## src/rtl/alu_pkg.sv

```systemverilog
// Purpose: shared types and constants for the ALU operand sequencer.
// Contents: entry-stage encoding, ALU op codes, operand field offsets in alu_sw.
// Latency/backpressure: not applicable (declarations only).
package alu_pkg;

  // Entry stage; the encoding is shown directly on the status LEDs.
  typedef enum logic [1:0] {
    ENTER_A  = 2'd0,
    ENTER_B  = 2'd1,
    ENTER_OP = 2'd2,
    SHOW     = 2'd3
  } stage_e;

  // Op codes understood by alu_gatelvl.
  typedef enum logic [3:0] {
    OP_ADD  = 4'd0,
    OP_SUB  = 4'd1,
    OP_MUL  = 4'd2,
    OP_DIV  = 4'd3,
    OP_AND  = 4'd4,
    OP_OR   = 4'd5,
    OP_XOR  = 4'd6,
    OP_NAND = 4'd7,
    OP_NOR  = 4'd8,
    OP_XNOR = 4'd9,
    OP_SHL  = 4'd10,
    OP_SHR  = 4'd11,
    OP_GT   = 4'd12,
    OP_LT   = 4'd13,
    OP_EQ   = 4'd14,
    OP_INC  = 4'd15
  } alu_op_e;

  // Field positions inside the 16-bit ALU switch word.
  localparam int A_LSB  = 0;
  localparam int B_LSB  = 4;
  localparam int OP_LSB = 8;
  localparam int FLD_W  = 4;

endpackage

```

## src/rtl/input_debounce.sv

```systemverilog
// Purpose: synchronise one raw board input and debounce it with a stability counter.
// Latency: input stable from edge 0 -> o_db changes at edge SYNC_STAGES+DEBOUNCE_CYCLES.
// Backpressure: none; pulses shorter than DEBOUNCE_CYCLES are filtered out.
// Ports: clk, rst_n (async active-low), i_raw (asynchronous input), o_db (debounced level).
module input_debounce #(
  parameter int SYNC_STAGES     = 2,
  parameter int DEBOUNCE_CYCLES = 1_000_000
) (
  input  logic clk,
  input  logic rst_n,
  input  logic i_raw,
  output logic o_db
);

  localparam int CNT_W = $clog2(DEBOUNCE_CYCLES + 1);
  localparam logic [CNT_W-1:0] CNT_LAST = CNT_W'(DEBOUNCE_CYCLES - 1);

  logic [SYNC_STAGES-1:0] r_sync;
  logic [CNT_W-1:0]       r_cnt;
  logic                   r_db;
  logic                   w_synced;

  assign w_synced = r_sync[SYNC_STAGES-1];
  assign o_db     = r_db;

  always_ff @(posedge clk or negedge rst_n) begin
    if (!rst_n) begin
      r_sync <= '0;
    end else begin
      r_sync <= {r_sync[SYNC_STAGES-2:0], i_raw};
    end
  end

  // Count consecutive cycles where the synced level disagrees with the
  // debounced level; any agreement restarts the count.
  always_ff @(posedge clk or negedge rst_n) begin
    if (!rst_n) begin
      r_cnt <= '0;
      r_db  <= 1'b0;
    end else if (w_synced == r_db) begin
      r_cnt <= '0;
    end else if (r_cnt == CNT_LAST) begin
      r_cnt <= '0;
      r_db  <= w_synced;
    end else begin
      r_cnt <= r_cnt + 1'b1;
    end
  end

endmodule

```

## src/rtl/alu_operand_sequencer.sv

```systemverilog
// Purpose: nibble-by-nibble entry of A, B and Op from board switches, presented as a stable ALU word.
// Latency: debounced ENTER edge -> operand register / alu_sw update one edge later.
// Backpressure: none; each debounced press yields one step, CLEAR overrides ENTER.
// Ports: clk, rst_n (async active-low); sw_raw[3:0], btn_enter, btn_clear (raw board inputs);
//        alu_sw[15:0] = {0, op, b, a}; alu_valid (stage==SHOW); stage[1:0]; preview[3:0] (debounced switches).
module alu_operand_sequencer
  import alu_pkg::*;
#(
  parameter int DEBOUNCE_CYCLES = 1_000_000,
  parameter int SYNC_STAGES     = 2
) (
  input  logic        clk,
  input  logic        rst_n,
  input  logic [3:0]  sw_raw,
  input  logic        btn_enter,
  input  logic        btn_clear,
  output logic [15:0] alu_sw,
  output logic        alu_valid,
  output logic [1:0]  stage,
  output logic [3:0]  preview
);

  logic [3:0] w_preview;
  logic       w_db_enter;
  logic       w_db_clear;
  logic       r_enter_q;
  logic       r_clear_q;
  logic       w_enter_p;
  logic       w_clear_p;

  stage_e     r_stage;
  stage_e     w_stage_nxt;
  logic       w_cap_a;
  logic       w_cap_b;
  logic       w_cap_op;
  logic [3:0] r_a;
  logic [3:0] r_b;
  logic [3:0] r_op;
  logic       r_valid;

  for (genvar g = 0; g < 4; g++) begin : g_sw_db
    input_debounce #(
      .SYNC_STAGES    (SYNC_STAGES),
      .DEBOUNCE_CYCLES(DEBOUNCE_CYCLES)
    ) u_sw_db (
      .clk  (clk),
      .rst_n(rst_n),
      .i_raw(sw_raw[g]),
      .o_db (w_preview[g])
    );
  end

  input_debounce #(
    .SYNC_STAGES    (SYNC_STAGES),
    .DEBOUNCE_CYCLES(DEBOUNCE_CYCLES)
  ) u_enter_db (
    .clk  (clk),
    .rst_n(rst_n),
    .i_raw(btn_enter),
    .o_db (w_db_enter)
  );

  input_debounce #(
    .SYNC_STAGES    (SYNC_STAGES),
    .DEBOUNCE_CYCLES(DEBOUNCE_CYCLES)
  ) u_clear_db (
    .clk  (clk),
    .rst_n(rst_n),
    .i_raw(btn_clear),
    .o_db (w_db_clear)
  );

  // Rising-edge detect: one pulse per debounced press, however long it is held.
  always_ff @(posedge clk or negedge rst_n) begin
    if (!rst_n) begin
      r_enter_q <= 1'b0;
      r_clear_q <= 1'b0;
    end else begin
      r_enter_q <= w_db_enter;
      r_clear_q <= w_db_clear;
    end
  end

  assign w_enter_p = w_db_enter & ~r_enter_q;
  assign w_clear_p = w_db_clear & ~r_clear_q;

  always_ff @(posedge clk or negedge rst_n) begin
    if (!rst_n) begin
      r_stage <= ENTER_A;
    end else begin
      r_stage <= w_stage_nxt;
    end
  end

  // CLEAR takes priority so a simultaneous ENTER captures nothing.
  always_comb begin
    w_stage_nxt = r_stage;
    w_cap_a     = 1'b0;
    w_cap_b     = 1'b0;
    w_cap_op    = 1'b0;
    if (w_clear_p) begin
      w_stage_nxt = ENTER_A;
    end else if (w_enter_p) begin
      unique case (r_stage)
        ENTER_A: begin
          w_cap_a     = 1'b1;
          w_stage_nxt = ENTER_B;
        end
        ENTER_B: begin
          w_cap_b     = 1'b1;
          w_stage_nxt = ENTER_OP;
        end
        ENTER_OP: begin
          w_cap_op    = 1'b1;
          w_stage_nxt = SHOW;
        end
        SHOW: begin
          w_stage_nxt = ENTER_A;
        end
        default: begin
          w_stage_nxt = ENTER_A;
        end
      endcase
    end
  end

  // Operands change only on their own capture step or on CLEAR, so the
  // ALU never sees the live switch nibble.
  always_ff @(posedge clk or negedge rst_n) begin
    if (!rst_n) begin
      r_a  <= '0;
      r_b  <= '0;
      r_op <= '0;
    end else if (w_clear_p) begin
      r_a  <= '0;
      r_b  <= '0;
      r_op <= '0;
    end else begin
      if (w_cap_a)  r_a  <= w_preview;
      if (w_cap_b)  r_b  <= w_preview;
      if (w_cap_op) r_op <= w_preview;
    end
  end

  // Registered from the next state so it tracks stage==SHOW without glitches.
  always_ff @(posedge clk or negedge rst_n) begin
    if (!rst_n) begin
      r_valid <= 1'b0;
    end else begin
      r_valid <= (w_stage_nxt == SHOW);
    end
  end

  always_comb begin
    alu_sw                      = '0;
    alu_sw[A_LSB  +: FLD_W]     = r_a;
    alu_sw[B_LSB  +: FLD_W]     = r_b;
    alu_sw[OP_LSB +: FLD_W]     = r_op;
  end

  assign alu_valid = r_valid;
  assign stage     = r_stage;
  assign preview   = w_preview;

endmodule

```

## config.mk

```make
export PLATFORM = sky130hd
export DESIGN_NAME = alu_operand_sequencer
export DESIGN_NICKNAME = d
export VERILOG_FILES = /design/src/rtl/alu_pkg.sv /design/src/rtl/input_debounce.sv /design/src/rtl/alu_operand_sequencer.sv
export SDC_FILE = /design/constraint.sdc
export NUM_CORES = 1
export LEC_CHECK = 0
export ABC_AREA = 0
export BUFFER_PORTS_ARGS = -buffer_cell sky130_fd_sc_hd__buf_4
export CORE_MARGIN = 5
export CORE_UTILIZATION = 64
export CTS_BUF_LIST = sky130_fd_sc_hd__clkbuf_8
export DETAILED_ROUTE_END_ITERATION = 6
export GPL_TIMING_DRIVEN = 0
export MAX_ROUTING_LAYER = met4
export PLACE_DENSITY_LB_ADDON = 0.05
export SLEW_MARGIN = 20
export SYNTH_ARGS = -nofsm -noshare
export SYNTH_HDL_FRONTEND = slang
export SYNTH_SLANG_ARGS = --single-unit
```

## constraint.sdc

```tcl
create_clock -name clk -period 2.9 [get_ports clk]
set_clock_uncertainty 0.2 [all_clocks]
set_input_delay 0.435 -clock clk [delete_from_list [all_inputs] [get_ports clk]]
set_output_delay 0.435 -clock clk [all_outputs]
set_load 0.005 [all_outputs]
```

==> results.json, run 1 <==
{
  "dr.pass1.iters": 7,
  "netlist_area_sq_um": 7376,
  "cp.buffers_inverters": 1,
  "drt_iter0_drc": 405,
  "cp_max_fo": 10,
  "path_class": "reg2reg",
  "synth_edf_count": 0,
  "totalWireLength_mm": 14.58,
  "clk_pin_slew_ns": 0.08,
  "grt_max_degree": 106,
  "clk-insertion-delay-late_ns": 0.46,
  "cts_resized": 0,
  "cp.arrival_ns": 2.66,
  "powerDensity_nw_per_um2": 497.1,
  "worst_path_max_delay_cell": "o21ai_1",
  "worstPathRequired_ns": 3.02,
  "ios": 31,
  "routedWlPerCell_microns": 15.06,
  "fin_area_sq_um": 8307,
  "core_area_sq_um": 11370,
  "nets": 829,
  "cts_max_path_buffers": 2,
  "ys_seq_elements": 155,
  "antenna_cells": 0,
  "cp_cell_sequence": "nor4b_1, nand4_1, o21ai_1, clkbuf_1, nor2_1",
  "routed_via_density": 5.833,
  "cts_root_buf": "clkbuf_8",
  "synth-async-reset-ratio": 1.000,
  "status": "complete, no violations",
  "post-route-drc-count": 0,
  "fmax_ghz": 0.3940,
  "worst_pin_slew_ns": 0.7831,
  "die-width_microns": 117.4,
  "crit_family": "simple AND/OR/NAND/NOR gates",
  "fin_tns_setup_ns": 0,
  "reg2reg_depth": 5,
  "start_util": 0.6487,
  "crit_path_end_kind": "flop",
  "hold_class": "reg2reg",
  "worst-path-stages": 5,
  "place_hpwl_mm": 9.919,
  "yosysUniqueCellTypes": 45,
  "rsz0062_at_grt": "no",
  "cts_tree": "yes",
  "period_minus_slack_ns": 2.538,
  "first_global_vias": 5559,
  "vias": 5646,
  "antenna_found_initial": 0,
  "ys.flop_type": "dfrtp_1",
  "netlist_instances": 756,
  "final.period_utilization": 0.8753,
  "cap_violations": 0,
  "placed_cells": 929,
  "htreeDepth": 4,
  "hold_depth": 0,
  "finalHoldViolCount": 0,
  "layoutNonFillerInstCount": 968,
  "rows": 39,
  "start_kind": "flop",
  "globalRouteOverflowTotal": 0,
  "grt_pass1_wl_mm": 25.33,
  "cts_sinks": 155,
  "placed_area_sq_um": 7796,
  "cts_made_buffers": 17,
  "ys_warn_count": 0,
  "ant_nets": 0,
  "report.final.slew_viol_count": 0,
  "seq_area_frac_synth": 0.5259,
  "vdd_ir_drop_max_uv": 534.3,
  "drive_gt1_frac": 0.1103,
  "syn_to_final_growth_pct": 12.62,
  "die_y_microns": 117.4,
  "crit_path_max_incr_delay_ns": 0.65,
  "grt_use_total": 0.2284,
  "fill_cells": 814,
  "gp_congestion": 0.8916,
  "power.leakage_uw": 0.003454,
  "syn_avg_cell_area_sq_um": 9.756,
  "setup_viol": 0,
  "die_area_sq_um": 13770,
  "maxSlewHeadroom": 0.4744,
  "port_buffers": 26
}
[state kept, by name (all words and copies together), names as in the netlist]
signal                  count
u_clear_db.o_db             1
r_enter_q                   1
alu_valid                   1
u_enter_db.r_sync           2
r_b                         4
u_enter_db.o_db             1
g_sw_db.u_sw_db.o_db        4
r_a                         4
u_enter_db.r_cnt           20
g_sw_db.u_sw_db.r_cnt      80
stage                       2
u_clear_db.r_sync           2
u_clear_db.r_cnt           20
g_sw_db.u_sw_db.r_sync      8
r_clear_q                   1
r_op                        4
[path summary, 6_finish.rpt]
check	endpoint	slack [ns]	from
worst max register to register	g_sw_db[1].u_sw_db.r_cnt[6]	0.36	g_sw_db[1].u_sw_db.r_cnt[6]
worst min-delay path	g_sw_db[3].u_sw_db.r_sync[1]	0.15	g_sw_db[3].u_sw_db.r_sync[0]
min in group asynchronous	g_sw_db[2].u_sw_db.r_cnt[18]	0.27	rst_n
worst max-delay path	g_sw_db[1].u_sw_db.r_cnt[6]	0.36	g_sw_db[1].u_sw_db.r_cnt[6]
worst min register to register	g_sw_db[3].u_sw_db.r_sync[1]	0.15	g_sw_db[3].u_sw_db.r_sync[0]
max in group asynchronous	u_clear_db.r_cnt[4]	1.40	rst_n
[worst reg2reg max path: stages (launching register included)]
cell and delay (ns):
dfrtp_1 0.44, nor4b_1 0.40, nand4_1 0.19, o21ai_1 0.65, clkbuf_1 0.43, nor2_1 0.11
[area by class of cell]
class	count	area, sq um	share of cell area
repair buffers	34	300.3	0.03615
clock inverters	14	192.7	0.02320
plain buffers	30	156.4	0.01883
inverters	24	90.09	0.01085
multi-input cells	550	3262	0.3927
clock buffers	18	247.7	0.02982
flip-flops and latches	155	3879	0.4669
well taps	143	178.9	0.02154
[cells by family (layout without fill, tap and decap cells)]
group           Yosys count  in the layout  synth area share
xor+xnor                 72             72           0.08550
simple gates            355            355            0.2534
mux                       6              6          0.009160
flops                   155            155            0.5259
fa+ha+maj                 9              9           0.01527
compound gates          104            104           0.07685
buf+inv                  54            120           0.03342
other cells               1              4         0.0005084
[per-stage QoR]
stage                     hold WS (ns)  total power [uW]  worst slack (ns)    util
final                           0.1539              4129            0.3616  0.7306
after global routing            0.1735              4302            0.1039  0.7306
after CTS                       0.1566              4172            0.3893  0.7306
after detailed placement        0.1379              2396            0.3980  0.6857
after global placement          0.1320              2384            0.4964  0.6826
after floorplan               -0.06059              2318            0.7147       -
[cells in the final DEF, fill, tap and decap left out, drive strengths merged, types with 7 or more instances in the layout]
cell | Yosys | layout
and2 | 10 | 10
nand4 | 27 | 27
buf | 15 | 42
nor4 | 21 | 21
o31ai | 8 | 8
xnor2 | 40 | 40
a21oi | 54 | 54
clkbuf | 15 | 33
or3 | 27 | 27
and3 | 15 | 15
xor2 | 32 | 32
dlygate4sd3 | 0 | 7
ha | 9 | 9
nand2 | 50 | 50
nor2 | 89 | 89
dfrtp | 155 | 155
nand3 | 62 | 62
o21ai | 39 | 39
inv | 24 | 28
nor3 | 14 | 14
or4 | 20 | 20
[routing by layer]
metal,track usage,part of all wire,vias to the layer above,routed length [microns]
li1,-,-,2763,-
met1,0.2747,0.43,2721,6267
met2,0.3642,0.50,129,7326
met3,0.06737,0.045,33,655
met4,0.08920,0.022,0,327
met5,-,0,-,0
[repair_timing]
action / 4_1_cts / 5_1_grt
setup endpoints to repair: 0 / 0
hold endpoints to repair: 56 / 0
setup buffers: 0 / 0
hold buffers: 7 / 0
[cell usage after synthesis (2+ instances only)]
master | number | area [sq um]
nand4b_1 | 2 | 17.52
nor2_1 | 89 | 334.1
nand3_1 | 58 | 290.3
nor4b_1 | 4 | 35.03
nand3_2 | 4 | 40.04
nor2b_1 | 6 | 37.54
nand2_1 | 50 | 187.7
or3_1 | 26 | 162.7
nor4_1 | 21 | 131.4
clkbuf_1 | 15 | 56.30
nor3_1 | 14 | 70.07
o21ai_0 | 36 | 180.2
xnor2_1 | 40 | 350.3
or4_4 | 2 | 22.52
nand3b_1 | 3 | 22.52
mux2_2 | 6 | 67.56
o31ai_1 | 8 | 60.06
inv_1 | 24 | 90.09
o21ai_1 | 2 | 10.01
or4_1 | 18 | 135.1
and2_1 | 10 | 62.56
a21oi_1 | 53 | 265.3
ha_1 | 9 | 112.6
buf_2 | 5 | 25.02
xor2_1 | 32 | 280.3
dfrtp_1 | 155 | 3879
nand4_1 | 26 | 162.7
buf_4 | 8 | 60.06
and3_1 | 14 | 87.58
[report_power, final]
group | switching (uW) | total (uW) | internal (uW)
logic | 95.7 | 143 | 47.4
registers | 27.3 | 2220 | 2190
clock network | 807 | 1770 | 964
(Power assumes the default switching activity.)
==> run 2, diff against run 1 <==
--- a/config.mk
+++ b/config.mk
@@ -14,7 +14,9 @@
 export GPL_TIMING_DRIVEN = 0
 export MAX_ROUTING_LAYER = met4
 export PLACE_DENSITY_LB_ADDON = 0.05
+export SKIP_CTS_REPAIR_TIMING = 1
 export SLEW_MARGIN = 20
 export SYNTH_ARGS = -nofsm -noshare
 export SYNTH_HDL_FRONTEND = slang
+export SYNTH_HIERARCHICAL = 1
 export SYNTH_SLANG_ARGS = --single-unit
==> results.json, run 2 <==
{
  "start_kind": "flop",
  "synth_commonest_cells": "dfrtp_1 (155), nor2_1 (116), xnor2_1 (66), nand3_1 (49), nand2_1 (40)",
  "cp.arrival_ns": 2.34,
  "cts_max_path_buffers": 2,
  "netlist_area_sq_um": 7462,
  "worst_path_max_delay_cell": "dfrtp_1",
  "synthDominantCellAreaShare": 0.5198,
  "core_area_sq_um": 11420,
  "powerDensity_nw_per_um2": 481.7,
  "die_y_microns": 118.0,
  "worstPathRequired_ns": 3.03,
  "final_cell_mix": "dfrtp_1 (155), nor2_1 (116), xnor2_1 (66)",
  "timing.final.ws_setup_ns": 0.6900,
  "met3_usage": 0.05430,
  "yosysMostFrequentCell": "dfrtp_1",
  "ys_warn_count": 6,
  "status": "complete, no violations",
  "place_hpwl_mm": 9.824,
  "grt_use_total": 0.2175,
  "totalWireLength_mm": 13.92,
  "routedWlPerCell_microns": 14.97,
  "cts_sinks": 155,
  "path_class": "reg2reg",
  "yosys.area.top_type": "dfrtp_1",
  "ys.flop_type": "dfrtp_1",
  "post-route-util": 0.7326,
  "htreeDepth": 4,
  "layoutNonFillerInstCount": 930,
  "power.leakage_uw": 0.003493,
  "antenna_found_initial": 0,
  "seq_area_frac_synth": 0.5198,
  "crit_path_max_incr_delay_ns": 0.42,
  "met1_usage": 0.2861,
  "vdd_ir_drop_max_uv": 625.2,
  "grt_pass1_wl_mm": 24.53,
  "rsz0062_at_grt": "no",
  "cts_root_buf": "clkbuf_8",
  "finalHoldViolCount": 0,
  "clk_pin_slew_ns": 0.08,
  "synth_area_leaders": "dfrtp_1 (52%), xnor2_1 (7.7%), nor2_1 (5.8%)",
  "ios": 31,
  "report.final.slew_viol_count": 0,
  "fin_tns_setup_ns": 0,
  "largest_registers": "g_sw_db.u_sw_db/r_cnt (80), u_clear_db/r_cnt (20), u_enter_db/r_cnt (20)",
  "layout_commonest_cell": "dfrtp_1",
  "yosysUniqueCellTypes": 38,
  "syn_avg_cell_area_sq_um": 10.38,
  "globalRouteOverflowTotal": 0,
  "synth_edf_count": 0,
  "setup_viol": 0,
  "cp.buffers_inverters": 1,
  "die-width_microns": 118.0,
  "whs_ns": 0.1505,
  "ys_seq_elements": 155,
  "start_util": 0.6535,
  "final.period_utilization": 0.7621,
  "dp_slack_ns": 0.7068,
  "port_buffers": 26,
  "met2_usage": 0.3299,
  "gp_congestion": 0.8820,
  "placed_cells": 892,
  "synth-async-reset-ratio": 1.000,
  "cp_cell_sequence": "ha_1, and3_1, nand4_1, o21ai_2, buf_2, nor2_1",
  "ant_nets": 0,
  "crit_path_end_kind": "flop",
  "antenna_cells": 0,
  "worst_pin_slew_ns": 0.7273,
  "cts_tree": "yes",
  "period_minus_slack_ns": 2.210,
  "fmax_ghz": 0.4525,
  "netlist_instances": 719,
  "nets": 792,
  "hold_class": "reg2reg",
  "regMostFlops": "g_sw_db.u_sw_db/r_cnt",
  "cap_violations": 0,
  "busiest_layer": "met2",
  "drt_iter0_drc": 403,
  "die_area_sq_um": 13920,
  "fill_cells": 811,
  "dr.pass1.iters": 4,
  "maxSlewHeadroom": 0.5107,
  "drive_gt1_frac": 0.1296,
  "first_global_vias": 5316,
  "grt_max_degree": 96,
  "cts_made_buffers": 17,
  "routed_via_density": 5.737,
  "crit_family": "simple AND/OR/NAND/NOR gates",
  "post-route-drc-count": 0,
  "cp_max_fo": 10,
  "rows": 39,
  "syn_to_final_growth_pct": 12.11,
  "vias": 5335,
  "largest_reg_flops": 80,
  "clk-insertion-delay-late_ns": 0.45
}
-- run 2: cell types whose count changed after synthesis, sizes merged, moves of 12 or more --
cell	delta
xnor2	+26
or4	-14
nor2	+27
or3	-15
mux2i	+12
a21oi	-41
nor3	+16
clkbuf	-15
nand3	-13
-- run 2: cell families after synthesis --
group                      synth area share
DFF                                  0.5198
and+or+nand+nor                      0.2669
AOI/OAI and AO/OA                   0.03571
xor gates and xnor gates             0.1127
adders and majority gates           0.01509
buffers and inverters               0.02414
other                             0.0005025
muxes                               0.02515
-- run 2: final timing paths --
check	start	to	slack, ns	depth (start not counted)
max	g_sw_db[1].u_sw_db/r_cnt[0]	g_sw_db[1].u_sw_db/r_cnt[12]	0.69	6
min	u_enter_db/r_sync[0]	u_enter_db/r_sync[1]	0.15	0
max reg2reg	g_sw_db[1].u_sw_db/r_cnt[0]	g_sw_db[1].u_sw_db/r_cnt[12]	0.69	6
min reg2reg	u_enter_db/r_sync[0]	u_enter_db/r_sync[1]	0.15	0
max in group asynchronous	rst_n	u_enter_db/r_cnt[8]	1.41	3
min in group asynchronous	rst_n	g_sw_db[2].u_sw_db/r_cnt[12]	0.30	2
-- run 2: where the power goes --
group | internal, uW | leakage (uW) | switching (uW)
clock network | 925 | 0.000221 | 747
logic | 47.4 | 0.00115 | 92.7
registers | 2190 | 0.00212 | 29.6
total | 3160 | 0.00349 | 869
-- run 2: layout make-up --
class,instances,area [sq um],area share
plain buffers,12,82.58,0.009871
clock buffers,21,289.0,0.03455
clock inverters,10,123.9,0.01481
inverters,26,97.59,0.01167
multi-input cells,529,3415,0.4082
flip-flops and latches,155,3879,0.4637
well taps,143,178.9,0.02139
repair buffers,34,300.3,0.03590
-- run 2: layer usage --
metal / part of all wire / up-vias / wire length, microns
li1: - / 2626 / -
met1: 0.47 / 2600 / 6486
met2: 0.48 / 86 / 6708
met3: 0.036 / 23 / 506
met4: 0.016 / 0 / 218
met5: 0 / - / 0
-- run 2: per-stage QoR --
step / instance area, sq um / total power, uW
2_1_floorplan: 7473 / 2316
3_3_place_gp: 7848 / 2381
3_5_place_dp: 7883 / 2396
4_1_cts: 8295 / 4065
5_1_grt: 8366 / 4196
6_report: 8366 / 4030
==> run 3, diff against run 2 <==
==> constraint.sdc (replaced) <==
create_clock -name clk -period 2.2 [get_ports clk]
set_clock_uncertainty 0.2 [all_clocks]
set_input_delay 0.33 -clock clk [delete_from_list [all_inputs] [get_ports clk]]
set_output_delay 0.33 -clock clk [all_outputs]
set_load 0.005 [all_outputs]
==> results.json, run 3 (same netlist as run 2, synthesis figures left out) <==
{
  "maxSlewHeadroom": 0.5119,
  "port_buffers": 26,
  "start_util": 0.6535,
  "drive_gt1_frac": 0.1411,
  "whs_ns": 0.1501,
  "routed_via_density": 5.757,
  "hold_depth": 0,
  "totalWireLength_mm": 14.22,
  "regMostFlops": "g_sw_db.u_sw_db/r_cnt",
  "worstPathRequired_ns": 2.33,
  "ios": 31,
  "core_area_sq_um": 11420,
  "antenna_found_initial": 0,
  "cp.buffers_inverters": 1,
  "post-route-drc-count": 0,
  "largest_reg_flops": 80,
  "die_y_microns": 118.0,
  "regArea_sq_um": 3879,
  "report.final.slew_viol_count": 0,
  "grt_max_degree": 96,
  "setup_viol": 0,
  "path_class": "reg2reg",
  "layout_commonest_cell": "dfrtp_1",
  "cts_sinks": 155,
  "fmax_ghz": 0.4753,
  "fill_cells": 782,
  "cp_cell_sequence": "ha_1, and3_1, nand4_1, o21ai_4, clkbuf_4, nor2_1",
  "crit_path_end_kind": "flop",
  "dr.pass1.iters": 5,
  "period_minus_slack_ns": 2.104,
  "gp_congestion": 0.8820,
  "rsz0062_at_grt": "yes",
  "finalHoldViolCount": 0,
  "fin_tns_setup_ns": 0,
  "cts_root_buf": "clkbuf_8",
  "antenna_cells": 0,
  "cp_max_fo": 10,
  "power.leakage_uw": 0.003601,
  "grt_use_total": 0.2175,
  "syn_to_final_growth_pct": 14.05,
  "grt_pass1_wl_mm": 24.53,
  "vdd_ir_drop_max_uv": 816.7,
  "rows": 39,
  "worst_pin_slew_ns": 0.7254,
  "crit_family": "simple AND/OR/NAND/NOR gates",
  "reg2reg_slack_ns": 0.1,
  "globalRouteOverflowTotal": 0,
  "cts_tree": "yes",
  "drt_iter0_drc": 495,
  "cap_violations": 0,
  "worst-path-stages": 6,
  "start_kind": "flop",
  "cts_made_buffers": 17,
  "htreeDepth": 4,
  "final.period_utilization": 0.9563,
  "vias": 5394,
  "clk-insertion-delay-late_ns": 0.45,
  "cp.arrival_ns": 2.24,
  "worst_path_max_delay_cell": "dfrtp_1",
  "nets": 799,
  "reg2reg_depth": 6,
  "hold_class": "reg2reg",
  "clk_pin_slew_ns": 0.08,
  "ant_nets": 0,
  "crit_path_max_incr_delay_ns": 0.42,
  "powerDensity_nw_per_um2": 625.8,
  "cts_max_path_buffers": 2,
  "place_hpwl_mm": 9.824,
  "first_global_vias": 5316,
  "die_area_sq_um": 13920,
  "final_cell_mix": "dfrtp_1 (155), nor2_1 (114), xnor2_1 (66)",
  "multi_input_area_sq_um": 3505,
  "routedWlPerCell_microns": 15.17,
  "largest_registers": "g_sw_db.u_sw_db/r_cnt (80), u_clear_db/r_cnt (20), u_enter_db/r_cnt (20)",
  "status": "complete, no violations",
  "die-width_microns": 118.0
}
-- run 3: final timing paths --
| check | from | end |
|---|---|---|
| setup / recovery | g_sw_db[1].u_sw_db/r_cnt[0] | g_sw_db[1].u_sw_db/r_cnt[12] |
| hold / removal | u_enter_db/r_sync[0] | u_enter_db/r_sync[1] |
| setup reg to reg | g_sw_db[1].u_sw_db/r_cnt[0] | g_sw_db[1].u_sw_db/r_cnt[12] |
| hold reg to reg | u_enter_db/r_sync[0] | u_enter_db/r_sync[1] |
| max in group asynchronous | rst_n | u_enter_db/o_db |
| min in group asynchronous | rst_n | g_sw_db[2].u_sw_db/r_cnt[12] |
-- run 3: layout make-up --
class                      instances  area share
clock inverter                    10     0.01455
buffer                            12    0.009997
sequential                       155      0.4557
clock buffer                      21     0.03396
timing repair buffer              41     0.04146
inverter                          26     0.01147
multi-input combinational        529      0.4118
tap                              143     0.02102
-- run 3: through the flow --
stage | util | power, uW | setup WS [ns] | instance area, sq um | std cells
detailed placement | 0.6903 | 3158 | 0.006788 | 7883 | 892
CTS | 0.7265 | 5358 | -0.02222 | 8295 | 923
finish | 0.7453 | 5326 | 0.09619 | 8511 | 937
global placement | 0.6873 | 3139 | -0.09479 | 7848 | 891
floorplan | - | 3053 | 0.3813 | 7473 | 722
global route | 0.7453 | 5547 | -0.07604 | 8511 | 937
-- run 3: worst register-to-register path: stages (launching register included) --
cell	delay [ns]
dfrtp_1	0.42
ha_1	0.23
and3_1	0.26
nand4_1	0.24
o21ai_4	0.30
clkbuf_4	0.27
nor2_1	0.07
-- run 3: metal layers --
layer	wire length, microns	share of wire	global-route usage	up-vias
li1	-	-	-	2637
met1	6572	0.46	0.2861	2625
met3	560	0.039	0.05430	22
met2	6872	0.48	0.3299	110
met5	0	0	-	-
met4	212	0.015	0.07885	0
-- run 3: where the power goes --
part | internal, uW | switching (uW)
registers | 2890 | 39.1
clock network | 1220 | 983
logic | 73.3 | 127
